## config.mk

```make
export PLATFORM = sky130hd
export DESIGN_NAME = approx_prod_accumulator
export DESIGN_NICKNAME = d
export VERILOG_FILES = /design/src/rtl/approx_pkg.sv /design/src/rtl/approx_prod_accumulator.sv
export SDC_FILE = /design/constraint.sdc
export NUM_CORES = 1
export LEC_CHECK = 0
export ABC_AREA = 0
export CORE_UTILIZATION = 30
export CTS_BUF_LIST = sky130_fd_sc_hd__clkbuf_16
export DETAILED_ROUTE_END_ITERATION = 8
export MAX_ROUTING_LAYER = met4
export PLACE_DENSITY_LB_ADDON = 0.2
export SETUP_SLACK_MARGIN = 0.3
export SYNTH_ARGS = -nofsm -noshare
export SYNTH_HDL_FRONTEND = slang
export SYNTH_SLANG_ARGS = --single-unit
```

## constraint.sdc

```tcl
create_clock -name clk -period 6.2 [get_ports clk]
set_input_delay 0.93 -clock clk [delete_from_list [all_inputs] [get_ports clk]]
set_output_delay 0.93 -clock clk [all_outputs]
set_load 0.02 [all_outputs]
```

## src/rtl/approx_pkg.sv

```systemverilog
// Shared definitions for the approximate-product accumulator.
package approx_pkg;

  localparam int PROD_W_DEF = 16;
  localparam int LEN_W_DEF  = 8;

  typedef enum logic [1:0] {
    IDLE = 2'd0,
    ACC  = 2'd1,
    DONE = 2'd2
  } state_e;

  // Accumulator width: a full frame of max products can never overflow.
  function automatic int acc_width(input int prod_w, input int len_w);
    return prod_w + len_w;
  endfunction

endpackage

```

## src/rtl/approx_prod_accumulator.sv

```systemverilog
// Streaming accumulator: sums a programmed number of approximate products
// from the inexact multiplier upstream into one frame result.
module approx_prod_accumulator
  import approx_pkg::*;
#(
  parameter int PROD_W = PROD_W_DEF,
  parameter int LEN_W  = LEN_W_DEF,
  parameter int ACC_W  = acc_width(PROD_W, LEN_W)
) (
  input  logic              clk,
  input  logic              rst_n,
  input  logic              start,
  input  logic [LEN_W-1:0]  len,
  input  logic              abort,
  output logic              busy,
  input  logic              prod_valid,
  output logic              prod_ready,
  input  logic [PROD_W-1:0] prod,
  output logic              sum_valid,
  input  logic              sum_ready,
  output logic [ACC_W-1:0]  sum
);

  state_e             state_q, state_d;
  logic [ACC_W-1:0]   acc_q, acc_d;
  logic [ACC_W-1:0]   sum_q, sum_d;
  logic [LEN_W-1:0]   rem_q, rem_d;
  logic [ACC_W-1:0]   acc_nxt;
  logic               prod_hs;
  logic               last_hs;

  // A product landing in an abort cycle is dropped.
  assign prod_hs = (state_q == ACC) & prod_valid & ~abort;
  assign last_hs = prod_hs & (rem_q == LEN_W'(1));
  assign acc_nxt = acc_q + ACC_W'(prod);

  // State register
  always_ff @(posedge clk or negedge rst_n) begin
    if (!rst_n) state_q <= IDLE;
    else        state_q <= state_d;
  end

  // Next-state logic; abort wins over start and over completion
  always_comb begin
    state_d = state_q;
    case (state_q)
      IDLE: if (!abort && start) state_d = (len != '0) ? ACC : DONE;
      ACC: begin
        if (abort)        state_d = IDLE;
        else if (last_hs) state_d = DONE;
      end
      DONE: if (abort || sum_ready) state_d = IDLE;
      default: state_d = IDLE;
    endcase
  end

  // Outputs decoded purely from state
  always_comb begin
    busy       = 1'b0;
    prod_ready = 1'b0;
    sum_valid  = 1'b0;
    case (state_q)
      ACC: begin
        busy       = 1'b1;
        prod_ready = 1'b1;
      end
      DONE: begin
        busy      = 1'b1;
        sum_valid = 1'b1;
      end
      default: ;
    endcase
  end

  // Datapath next-state: frame setup, accumulation, result capture
  always_comb begin
    acc_d = acc_q;
    rem_d = rem_q;
    sum_d = sum_q;
    if (state_q == IDLE && start && !abort) begin
      acc_d = '0;
      rem_d = len;
      if (len == '0) sum_d = '0;
    end else if (prod_hs) begin
      acc_d = acc_nxt;
      rem_d = rem_q - LEN_W'(1);
      if (last_hs) sum_d = acc_nxt;
    end
  end

  // Datapath registers
  always_ff @(posedge clk or negedge rst_n) begin
    if (!rst_n) begin
      acc_q <= '0;
      rem_q <= '0;
      sum_q <= '0;
    end else begin
      acc_q <= acc_d;
      rem_q <= rem_d;
      sum_q <= sum_d;
    end
  end

  assign sum = sum_q;

endmodule

```

==> reports/results.txt, run 1 <==
slew margin rel.: 0.157
post-synth top area share: 0.409
multi-input combinational cell area: 0.00199 mm2
CP required: 6.39 ns
Iter 0 DRT Violations: 125
leading area contributor after synthesis: dfrtp_1
sum of negative setup slack: 0 ns
HP Class: flop to flop
final setup violating endpoints: 0
CTS Buffer Depth: 2
Total GRT Usage: 0.162
design area: 0.00451 mm2
CTS clock-pin slew for the worst setup and hold paths: 0.05 ns
P_leak: 1.91 nW
CORE AREA: 0.0115 mm2
Boundary Pins: 57
Post-synth ARST share: 1.00
Post-CTS Hold Buffers: 0
CP arrival: 3.53 ns
Period Utilization, post-route: 0.540
final max-slew violation count: 0
FILL cells: 1166
startpoint types: primary input
post-synthesis cell count: 401
Worst Skew: 0.00719 ns
count leader, synth: dfrtp_1
initial antenna violation count: 0
fmax: 299 MHz
count of state elements after synthesis: 58
Crit Path Category: primary input to flop
leading post-synthesis cells by cell area: dfrtp_1, ha_1, nand2_1, o21ai_0, a21oi_1
status: finished clean
actual slew at the worst max-slew pin: 1.25 ns
Int Power: 1.06 mW
final hold violations: 0
Seq pwr share: 0.308
Die Area: 0.0123 mm2
Max FO, Critical Path: 3
RSZ-0062 raised after global routing: no
WL final: 9000 um
Row Count: 39
clock latency on the worst-skew pair: 0.32 ns
total power: 1.75 mW
total CTS buffers: 9
CTS root buf: clkbuf_16
area delta synth->final: 27.1%
drt wl/cell: 15.0 um
placed cell area: 0.00426 mm2
Initial Util: 0.309
Post-CTS Resized: 0
vias per cell: 5.08
Post-DRT Antenna Nets: 0
Detail Placement HPWL: 6410 um
vias: 3058
Avg Cell Area, Syn: 8.84 um2
Tmin final: 3.35 ns
Syn Std Cell Area: 0.00354 mm2
layout cell share with drive strength beyond 1: 0.0610
crit end category: flop
Post-Place Worst Slack: 2.57 ns
CTS tree: done
Sw Pwr: 0.693 mW
yosys warns: 0
largest net degree at the start of global routing: 59
worst vdd ir: 0.000157 V
setup bufs post-CTS: 0
final net count: 507
Worst Hold Slack: 0.463 ns
number of max-cap violations: 0
syn nets: 453
Main synth FF type: dfrtp_1
Clk network pwr share: 0.243
Buffers on Ports: 56
Gate power share: 0.449
diodes inserted: 0
Reg area: 0.00145 mm2
power per cell area: 389 mW/mm2
Die H: 111 um
first-pass GRT wire length: 15300 um
Synth cell types: 46
H-tree level count: 3
CTS Sinks: 58
drt drc: 0
drt first pass iters: 4
grt ovf: 0
Post-synth top cells: dfrtp_1, nand2_1, o21ai_0, a21oi_1, nor2_1
vias in the first global route: 2966
number of synthesized flops with an enable pin: 0
Sw Ratio: 0.395
sequential fraction of the synthesis area: 0.409
GP Congestion: 0.894
Setup WS post-layout: 2.85 ns
Horiz. Die Dim: 111 um
flip-flops by register name (all words and copies together), names as in the netlist:
name	count
sum	24
rem_q	8
state_q	2
acc_q	24
layer usage:
layer	GRT usage	vias up	part of all wire
li1	-	1543	-
met1	0.234	1442	0.52
met2	0.227	65	0.43
met3	0.0306	8	0.039
met4	0.0507	0	0.012
met5	-	-	0
metrics by stage:
step | cells | util
after global placement | 587 | 0.371
after global routing | 602 | 0.393
final | 602 | 0.393
after CTS | 602 | 0.393
after floorplan | 401 | -
after detailed placement | 587 | 0.371
power groups by stage:
| stage | registers (mW) | clock network (mW) | logic, mW |
|---|---|---|---|
| finish | 0.540 | 0.425 | 0.787 |
| global route | 0.552 | 0.457 | 0.880 |
| CTS | 0.541 | 0.437 | 0.788 |
| detailed placement | 0.545 | 0 | 0.781 |
| global placement | 0.542 | 0 | 0.778 |
| floorplan | 0.543 | 0 | 0.563 |
cell families (layout without fill, tap and decap cells):
group,count (synthesis),after routing,synth area share
compound gates,123,123,0.220
xor+xnor,30,30,0.0741
fa+ha+maj,22,22,0.0798
buf+inv,29,87,0.0339
flops,58,58,0.409
mux,1,1,0.00282
simple gates,138,138,0.180
critical path, cell delays in order:
cell and delay [ns]:
clkdlybuf4s50_1 0.40, ha_1 0.23, fa_1 0.44, a211oi_1 0.37
o21ai_0 0.24, a31oi_1 0.40, nand3b_1 0.18, nand2_1 0.12
xor2_1 0.14, o21ai_0 0.08
layout make-up:
type	instances	area share
Multi-Input combinational cell	314	0.442
Sequential cell	58	0.322
Timing Repair Buffer	61	0.132
Clock buffer	9	0.0500
Tap cell	143	0.0397
Inverter	11	0.00916
Clock inverter	6	0.00583
cell usage in the layout (no fill, tap or decap), types with 3 or more instances in the layout:
master,synthesis,layout
clkbuf_16,0,9
clkdlybuf4s50_1,0,55
o21ai_0,37,37
buf_4,1,5
xor2_1,13,13
inv_1,11,12
nor2_1,34,33
nand2_1,57,57
ha_1,21,21
nand4_1,4,4
a31oi_1,4,4
nand2b_1,4,4
a21oi_1,34,33
a21o_1,7,7
clkinv_2,0,3
dfrtp_1,58,58
o21a_1,4,4
xnor2_1,17,17
nor4_1,5,4
nor3_1,6,6
and3_1,3,3
nor2b_1,3,3
nand3_1,7,7
a22o_1,11,11
nand3b_1,4,4
or4_1,5,5
o31ai_1,6,6
a211oi_1,7,7
final timing paths:
| kind | startpoint | end | slack (ns) | cells after the start |
|---|---|---|---|---|
| worst max-delay path | prod[0] | sum[16] | 2.85 | 10 |
| worst min-delay path | sum[5] | sum[5] | 0.46 | 2 |
| worst max register to register | state_q[1] | sum[12] | 3.47 | 8 |
| worst min register to register | sum[5] | sum[5] | 0.46 | 2 |
| max in group asynchronous | rst_n | acc_q[14] | 4.95 | 2 |
| min in group asynchronous | rst_n | acc_q[0] | 0.76 | 2 |
(Power assumes the default switching activity.)
==> run 2, diff against run 1 <==
==> constraint.sdc (replaced) <==
create_clock -name clk -period 2.73 [get_ports clk]
set_input_delay 0.4095 -clock clk [delete_from_list [all_inputs] [get_ports clk]]
set_output_delay 0.4095 -clock clk [all_outputs]
set_load 0.02 [all_outputs]
==> run 2 against run 1 <==
Clock power rose by 150%. First-iteration DRC count increased by 55%. Via count up 6.0%. Flip-flop and latch count unchanged. Critical path type unchanged. Critical endpoint is now sum[11]. Largest cell class unchanged.
==> reports/results.txt, run 2 (same netlist as run 1, synthesis figures left out) <==
status: finished clean (unchanged)
Max FO, Critical Path: 4 (was 3)
first-pass GRT wire length: 16800 um (was 15300 um)
CORE AREA: 0.0115 mm2 (unchanged)
CTS clock-pin slew for the worst setup and hold paths: 0.05 ns (about the same)
FILL cells: 1083 (was 1166)
Row Count: 39 (unchanged)
final max-slew violation count: 0 (unchanged)
CP max stage delay: 0.41 ns (was 0.44 ns)
diodes inserted: 0 (unchanged)
vias in the first global route: 3239 (was 2966)
startpoint types: primary input (unchanged)
CP max stage cell: clkdlybuf4s50_1 (was fa_1)
H-tree level count: 3 (unchanged)
Crit path top cell by count: a21oi_2 (was o21ai_0)
CTS tree: done (unchanged)
Post-DRT Antenna Nets: 0 (unchanged)
WL final: 9920 um (was 9000 um)
number of non-filler instances in the completed layout: 648 (was 602)
Sw Pwr: 1.77 mW (was 0.693 mW)
CP required: 2.94 ns (was 6.39 ns)
Boundary Pins: 57 (unchanged)
Buffers on Ports: 56 (unchanged)
drt drc: 0 (unchanged)
worst reg2reg startpoint: acc_q[0] (was state_q[1])
Worst Hold Slack: 0.102 ns (was 0.463 ns)
initial antenna violation count: 0 (unchanged)
layout cell share with drive strength beyond 1: 0.188 (was 0.0610)
drt wl/cell: 15.3 um (was 15.0 um)
P_leak: 2.20 nW (was 1.91 nW)
Seq pwr share: 0.267 (was 0.308)
drt first pass iters: 4 (unchanged)
CTS Buffer Depth: 2 (unchanged)
fin util: 0.441 (was 0.393)
vias: 3241 (was 3058)
RSZ-0062 raised after global routing: yes (was no)
critical-path cell list: clkdlybuf4s50_1 > ha_1 > a21o_1 > a21oi_2 > a21oi_2 > or2_2 > buf_4 > xor2_2 > a22o_1 (was clkdlybuf4s50_1 > ha_1 > fa_1 > a211oi_1 > o21ai_0 > a31oi_1 > nand3b_1 > nand2_1 > xor2_1 > o21ai_0)
CTS Sinks: 58 (unchanged)
actual slew at the worst max-slew pin: 0.646 ns (was 1.25 ns)
Worst Skew: 0.00695 ns (was 0.00719 ns)
vias per cell: 5.00 (was 5.08)
Reg area: 0.00145 mm2 (unchanged)
grt ovf: 0 (unchanged)
Tmin final: 2.35 ns
final net count: 554 (was 507)
GP Congestion: 0.856 (was 0.894)
r2r endpoint: acc_q[14] (was sum[12])
Die H: 111 um (unchanged)
R2R depth: 10 (was 8)
number of max-cap violations: 0 (unchanged)
Detail Placement HPWL: 7400 um (was 6410 um)
crit end category: flop (unchanged)
final hold violations: 0 (unchanged)
clock latency on the worst-skew pair: 0.33 ns (was 0.32 ns)
Initial Util: 0.309 (unchanged)
Iter 0 DRT Violations: 194 (was 125)
final setup violating endpoints: 0 (unchanged)
Period Utilization, post-route: 0.859
most common cell after layout, fill and taps aside: dfrtp_1 (unchanged)
largest net degree at the start of global routing: 33 (was 59)
CTS root buf: clkbuf_16 (unchanged)
power per cell area: 924 mW/mm2 (was 389 mW/mm2)
Sw Ratio: 0.379 (was 0.395)
sum of negative setup slack: 0 ns (unchanged)
Clk network pwr share: 0.227 (was 0.243)
CP arrival: 2.56 ns (was 3.53 ns)
placed cell area: 0.00462 mm2 (was 0.00426 mm2)
Crit Path Category: primary input to flop (unchanged)
Gate power share: 0.507 (was 0.449)
HP Class: primary input to async pin (was flop to flop)
total CTS buffers: 9 (unchanged)
fmax: 426 MHz
R2R setup slack: 0.44 ns (was 3.47 ns)
multi-input combinational cell area: 0.00213 mm2 (was 0.00199 mm2)
worst vdd ir: 0.000527 V (was 0.000157 V)
Int Power: 2.90 mW (was 1.06 mW)
Horiz. Die Dim: 111 um (unchanged)
most frequent cells in the layout: dfrtp_1, nand2_1, buf_4 (was dfrtp_1, nand2_1, clkdlybuf4s50_1)
Total GRT Usage: 0.179 (was 0.162)
design area: 0.00505 mm2 (was 0.00451 mm2)
Die Area: 0.0123 mm2 (unchanged)
DP Cell Count: 632 (was 587)
slew margin rel.: 0.569 (was 0.157)
area delta synth->final: 42.5% (was 27.1%)
run 2: cell count changes in the layout (fill, tap and decap cells not counted), moves of 3 or more:
cell             delta
o21ai_0             -3
ha_4                +4
dlymetal6s2s_1      +4
o21ai_2             +3
buf_4              +45
ha_1                -6
clkdlybuf4s50_1     -6
run 2: stage by stage:
stage          setup WS, ns  power, mW
3_5_place_dp         -0.211       3.41
6_report              0.384       4.67
2_1_floorplan         0.348       2.51
4_1_cts               0.303       4.64
5_1_grt               0.267       5.03
3_3_place_gp         -0.191       3.39
run 2: worst max path at each step:
stage,to,from,depth (start not counted),slack (ns)
floorplan,acc_q[18],prod[0],9,0.35
global placement,acc_q[18],prod[0],11,-0.19
detailed placement,acc_q[18],prod[0],11,-0.21
CTS,acc_q[22],prod[0],11,0.30
global route,acc_q[21],prod[4],8,0.27
finish,sum[11],prod[3],9,0.38
run 2: layout make-up:
class	instances	share of cell area
multi-input cells	314	0.421
clock buffers	9	0.0446
repair buffers	108	0.194
well taps	143	0.0354
flip-flops and latches	58	0.287
inverters	11	0.00817
clock inverters	5	0.00941
run 2: worst max-delay path: cells and delay by family:
family / cells / cell delay (ns)
buffers and inverters: 2 / 0.56
xor gates and xnor gates: 1 / 0.15
AOI/OAI and AO/OA: 4 / 0.74
and+or+nand+nor: 1 / 0.34
adders and majority gates: 1 / 0.35
run 2: power by group through the flow:
stage	Clock (mW)	Sequential [mW]	Combinational [mW]
floorplan	0	1.23	1.28
global placement	0	1.23	2.16
detailed placement	0	1.24	2.17
CTS	1.10	1.24	2.30
global route	1.13	1.27	2.63
finish	1.06	1.24	2.37
run 2: timing repair:
item / 4_1_cts / 5_1_grt
pin swaps: 12 / 14
buffers inserted: 2 / 0
gates resized for setup: 18 / 13
endpoints found under the setup margin: 18 / 23
hold endpoints to repair: 0 / 0
hold buffers: 0 / 0
run 2: metal layers:
layer  wire length (um)  GRT usage
met1               5080      0.248
met2               4300      0.260
met3                416     0.0394
met4                121     0.0560
met5                  0          -
==> run 3, diff against run 2 <==
--- a/config.mk
+++ b/config.mk
@@ -6,6 +6,7 @@
 export NUM_CORES = 1
 export LEC_CHECK = 0
 export ABC_AREA = 0
+export CORE_MARGIN = 3
 export CORE_UTILIZATION = 30
 export CTS_BUF_LIST = sky130_fd_sc_hd__clkbuf_16
 export DETAILED_ROUTE_END_ITERATION = 8
==> constraint.sdc (replaced) <==
create_clock -name clk -period 3 [get_ports clk]
set_input_delay 0.45 -clock clk [delete_from_list [all_inputs] [get_ports clk]]
set_output_delay 0.45 -clock clk [all_outputs]
set_load 0.02 [all_outputs]
==> run 3 against run 2 <==
Via count fell by 4.0%. Setup slack lost 0.0062 ns. Critical path depth did not move. Count of clock-buffer cells in the layout unchanged. Largest cell class unchanged. Highest routed layer unchanged.
==> reports/results.txt, run 3 (same netlist as run 1, synthesis figures left out) <==
status: finished clean (unchanged)
Reg area: 0.00145 mm2 (unchanged)
CTS tree: done (unchanged)
P_leak: 2.01 nW (was 2.20 nW)
Die H: 115 um (was 111 um)
worst vdd ir: 0.000400 V (was 0.000527 V)
Initial Util: 0.309 (unchanged)
Horiz. Die Dim: 115 um (was 111 um)
sum of negative setup slack: 0 ns (unchanged)
CP delay by family, top: simple AND/OR/NAND/NOR gates (was compound AO/OA/AOI/OAI gates)
R2R setup slack: 0.56 ns (was 0.44 ns)
crit end category: flop (unchanged)
design area: 0.00469 mm2 (was 0.00505 mm2)
initial antenna violation count: 0 (unchanged)
CTS Buffer Depth: 2 (unchanged)
Max FO, Critical Path: 5 (was 4)
drt wl/cell: 15.1 um (was 15.3 um)
fmax: 381 MHz
most frequent cells in the layout: dfrtp_1, nand2_1, clkdlybuf4s50_1 (was dfrtp_1, nand2_1, buf_4)
largest net degree at the start of global routing: 27 (was 33)
HP Class: primary input to async pin (unchanged)
power per cell area: 826 mW/mm2 (was 924 mW/mm2)
number of max-cap violations: 0 (unchanged)
Die Area: 0.0132 mm2 (was 0.0123 mm2)
layout cell share with drive strength beyond 1: 0.105 (was 0.188)
Buffers on Ports: 56 (unchanged)
r2r endpoint: acc_q[21] (was acc_q[14])
final hold violations: 0 (unchanged)
CTS Sinks: 58 (unchanged)
vias in the first global route: 3083 (was 3239)
drt first pass iters: 4 (unchanged)
area delta synth->final: 32.3% (was 42.5%)
CP required: 3.24 ns (was 2.94 ns)
drt drc: 0 (unchanged)
critical-path cell list: clkdlybuf4s50_1 > ha_1 > and4_1 > nand3_1 > a21oi_2 > o2111ai_1 > and3_1 > or4_1 > a21oi_1 (was clkdlybuf4s50_1 > ha_1 > a21o_1 > a21oi_2 > a21oi_2 > or2_2 > buf_4 > xor2_2 > a22o_1)
WL final: 9320 um (was 9920 um)
Boundary Pins: 57 (unchanged)
worst reg2reg startpoint: acc_q[9] (was acc_q[0])
CP arrival: 2.86 ns (was 2.56 ns)
CORE AREA: 0.0115 mm2 (unchanged)
CP max stage cell: or4_1 (was clkdlybuf4s50_1)
CTS root buf: clkbuf_16 (unchanged)
Crit Path Category: primary input to flop (unchanged)
number of buffer and inverter stages on the critical path: 1 (was 2)
final setup violating endpoints: 0 (unchanged)
Detail Placement HPWL: 7170 um (was 7400 um)
RSZ-0062 raised after global routing: yes (unchanged)
Seq pwr share: 0.289 (was 0.267)
Tmin final: 2.62 ns
most common cell after layout, fill and taps aside: dfrtp_1 (unchanged)
Iter 0 DRT Violations: 123 (was 194)
R2R depth: 8 (was 10)
vias: 3112 (was 3241)
multi-input combinational cell area: 0.00203 mm2 (was 0.00213 mm2)
CTS clock-pin slew for the worst setup and hold paths: 0.05 ns (about the same)
total CTS buffers: 9 (unchanged)
Post-CTS Hold Buffers: 0 (unchanged)
Period Utilization, post-route: 0.874
H-tree level count: 3 (unchanged)
grt ovf: 0 (unchanged)
slew margin rel.: 0.589 (was 0.569)
final max-slew violation count: 0 (unchanged)
final net count: 522 (was 554)
CP max stage delay: 0.46 ns (was 0.41 ns)
fin util: 0.409 (was 0.441)
vias per cell: 5.04 (was 5.00)
startpoint types: primary input (unchanged)
diodes inserted: 0 (unchanged)
first-pass GRT wire length: 15600 um (was 16800 um)
Gate power share: 0.464 (was 0.507)
Worst Skew: 0.00550 ns (was 0.00695 ns)
FILL cells: 1163 (was 1083)
actual slew at the worst max-slew pin: 0.616 ns (was 0.646 ns)
GP Congestion: 0.919 (was 0.856)
Sw Ratio: 0.385 (was 0.379)
placed cell area: 0.00436 mm2 (was 0.00462 mm2)
Sw Pwr: 1.49 mW (was 1.77 mW)
Post-DRT Antenna Nets: 0 (unchanged)
clock latency on the worst-skew pair: 0.32 ns (was 0.33 ns)
Clk network pwr share: 0.247 (was 0.227)
Total GRT Usage: 0.154 (was 0.179)
Row Count: 39 (unchanged)
Int Power: 2.38 mW (was 2.90 mW)
==> run 3: changes by cell type in the layout (fill, tap and decap cells not counted), sizes merged <==
cell	previous run	this run
clkdlybuf4s50	49	55
dlygate4sd2	2	0
dlymetal6s2s	4	0
clkinv	4	3
buf	53	21
inv	11	13
==> run 3: area by class of cell <==
class,count,area share
inverter,11,0.00881
timing repair buffer,76,0.151
sequential,58,0.310
clock buffer,9,0.0480
multi-input combinational,314,0.434
tap,143,0.0382
clock inverter,6,0.0109
==> run 3: what timing repair did <==
| item | 4_1_cts | 5_1_grt |
|---|---|---|
| setup endpoints to repair | 3 | 14 |
| pin swaps | 0 | 5 |
| gates resized for setup | 1 | 10 |
| setup buffers | 0 | 1 |
==> run 3: routing by layer <==
metal | global-route usage | wire length, um | vias up
li1 | - | - | 1565
met1 | 0.218 | 4760 | 1466
met2 | 0.229 | 4120 | 67
met3 | 0.0217 | 292 | 14
met4 | 0.0485 | 150 | 0
met5 | - | 0 | -
==> run 3: power groups by stage <==
stage	sequential [mW]	clock (mW)	combinational, mW
2_1_floorplan	1.12	0	1.16
3_3_place_gp	1.12	0	1.70
3_5_place_dp	1.13	0	1.72
4_1_cts	1.12	0.978	1.73
5_1_grt	1.15	1.02	2.02
6_report	1.12	0.956	1.80
==> run 3: how the worst max path moves through the flow <==
stage                     depth (start not counted)  slack (ns)  startpoint   endpoint
after global routing                              9        0.26     prod[1]  acc_q[21]
final                                             9        0.38     prod[7]  acc_q[21]
after floorplan                                   9        0.58     prod[0]  acc_q[18]
after detailed placement                         10       -0.06     prod[0]  acc_q[18]
after CTS                                         9        0.37     prod[9]  acc_q[21]
after global placement                           10       -0.03     prod[0]  acc_q[18]
==> run 3: worst register-to-register path, cell delays in order, from the launching register on <==
cell and delay (ns):
dfrtp_1 0.39, ha_1 0.39, and4_1 0.23, nand3_1 0.10, a21oi_2 0.21, o2111ai_1 0.20
and3_1 0.23, or4_1 0.46, a21oi_1 0.16
==> run 3: metrics by stage <==
stage	hold slack (ns)	power, mW	worst slack [ns]	std cells
after floorplan	0.154	2.29	0.577	401
after global placement	0.463	2.83	-0.0346	601
after detailed placement	0.472	2.84	-0.0603	601
after CTS	0.160	3.83	0.366	616
after global routing	0.189	4.19	0.260	617
final	0.145	3.87	0.378	617
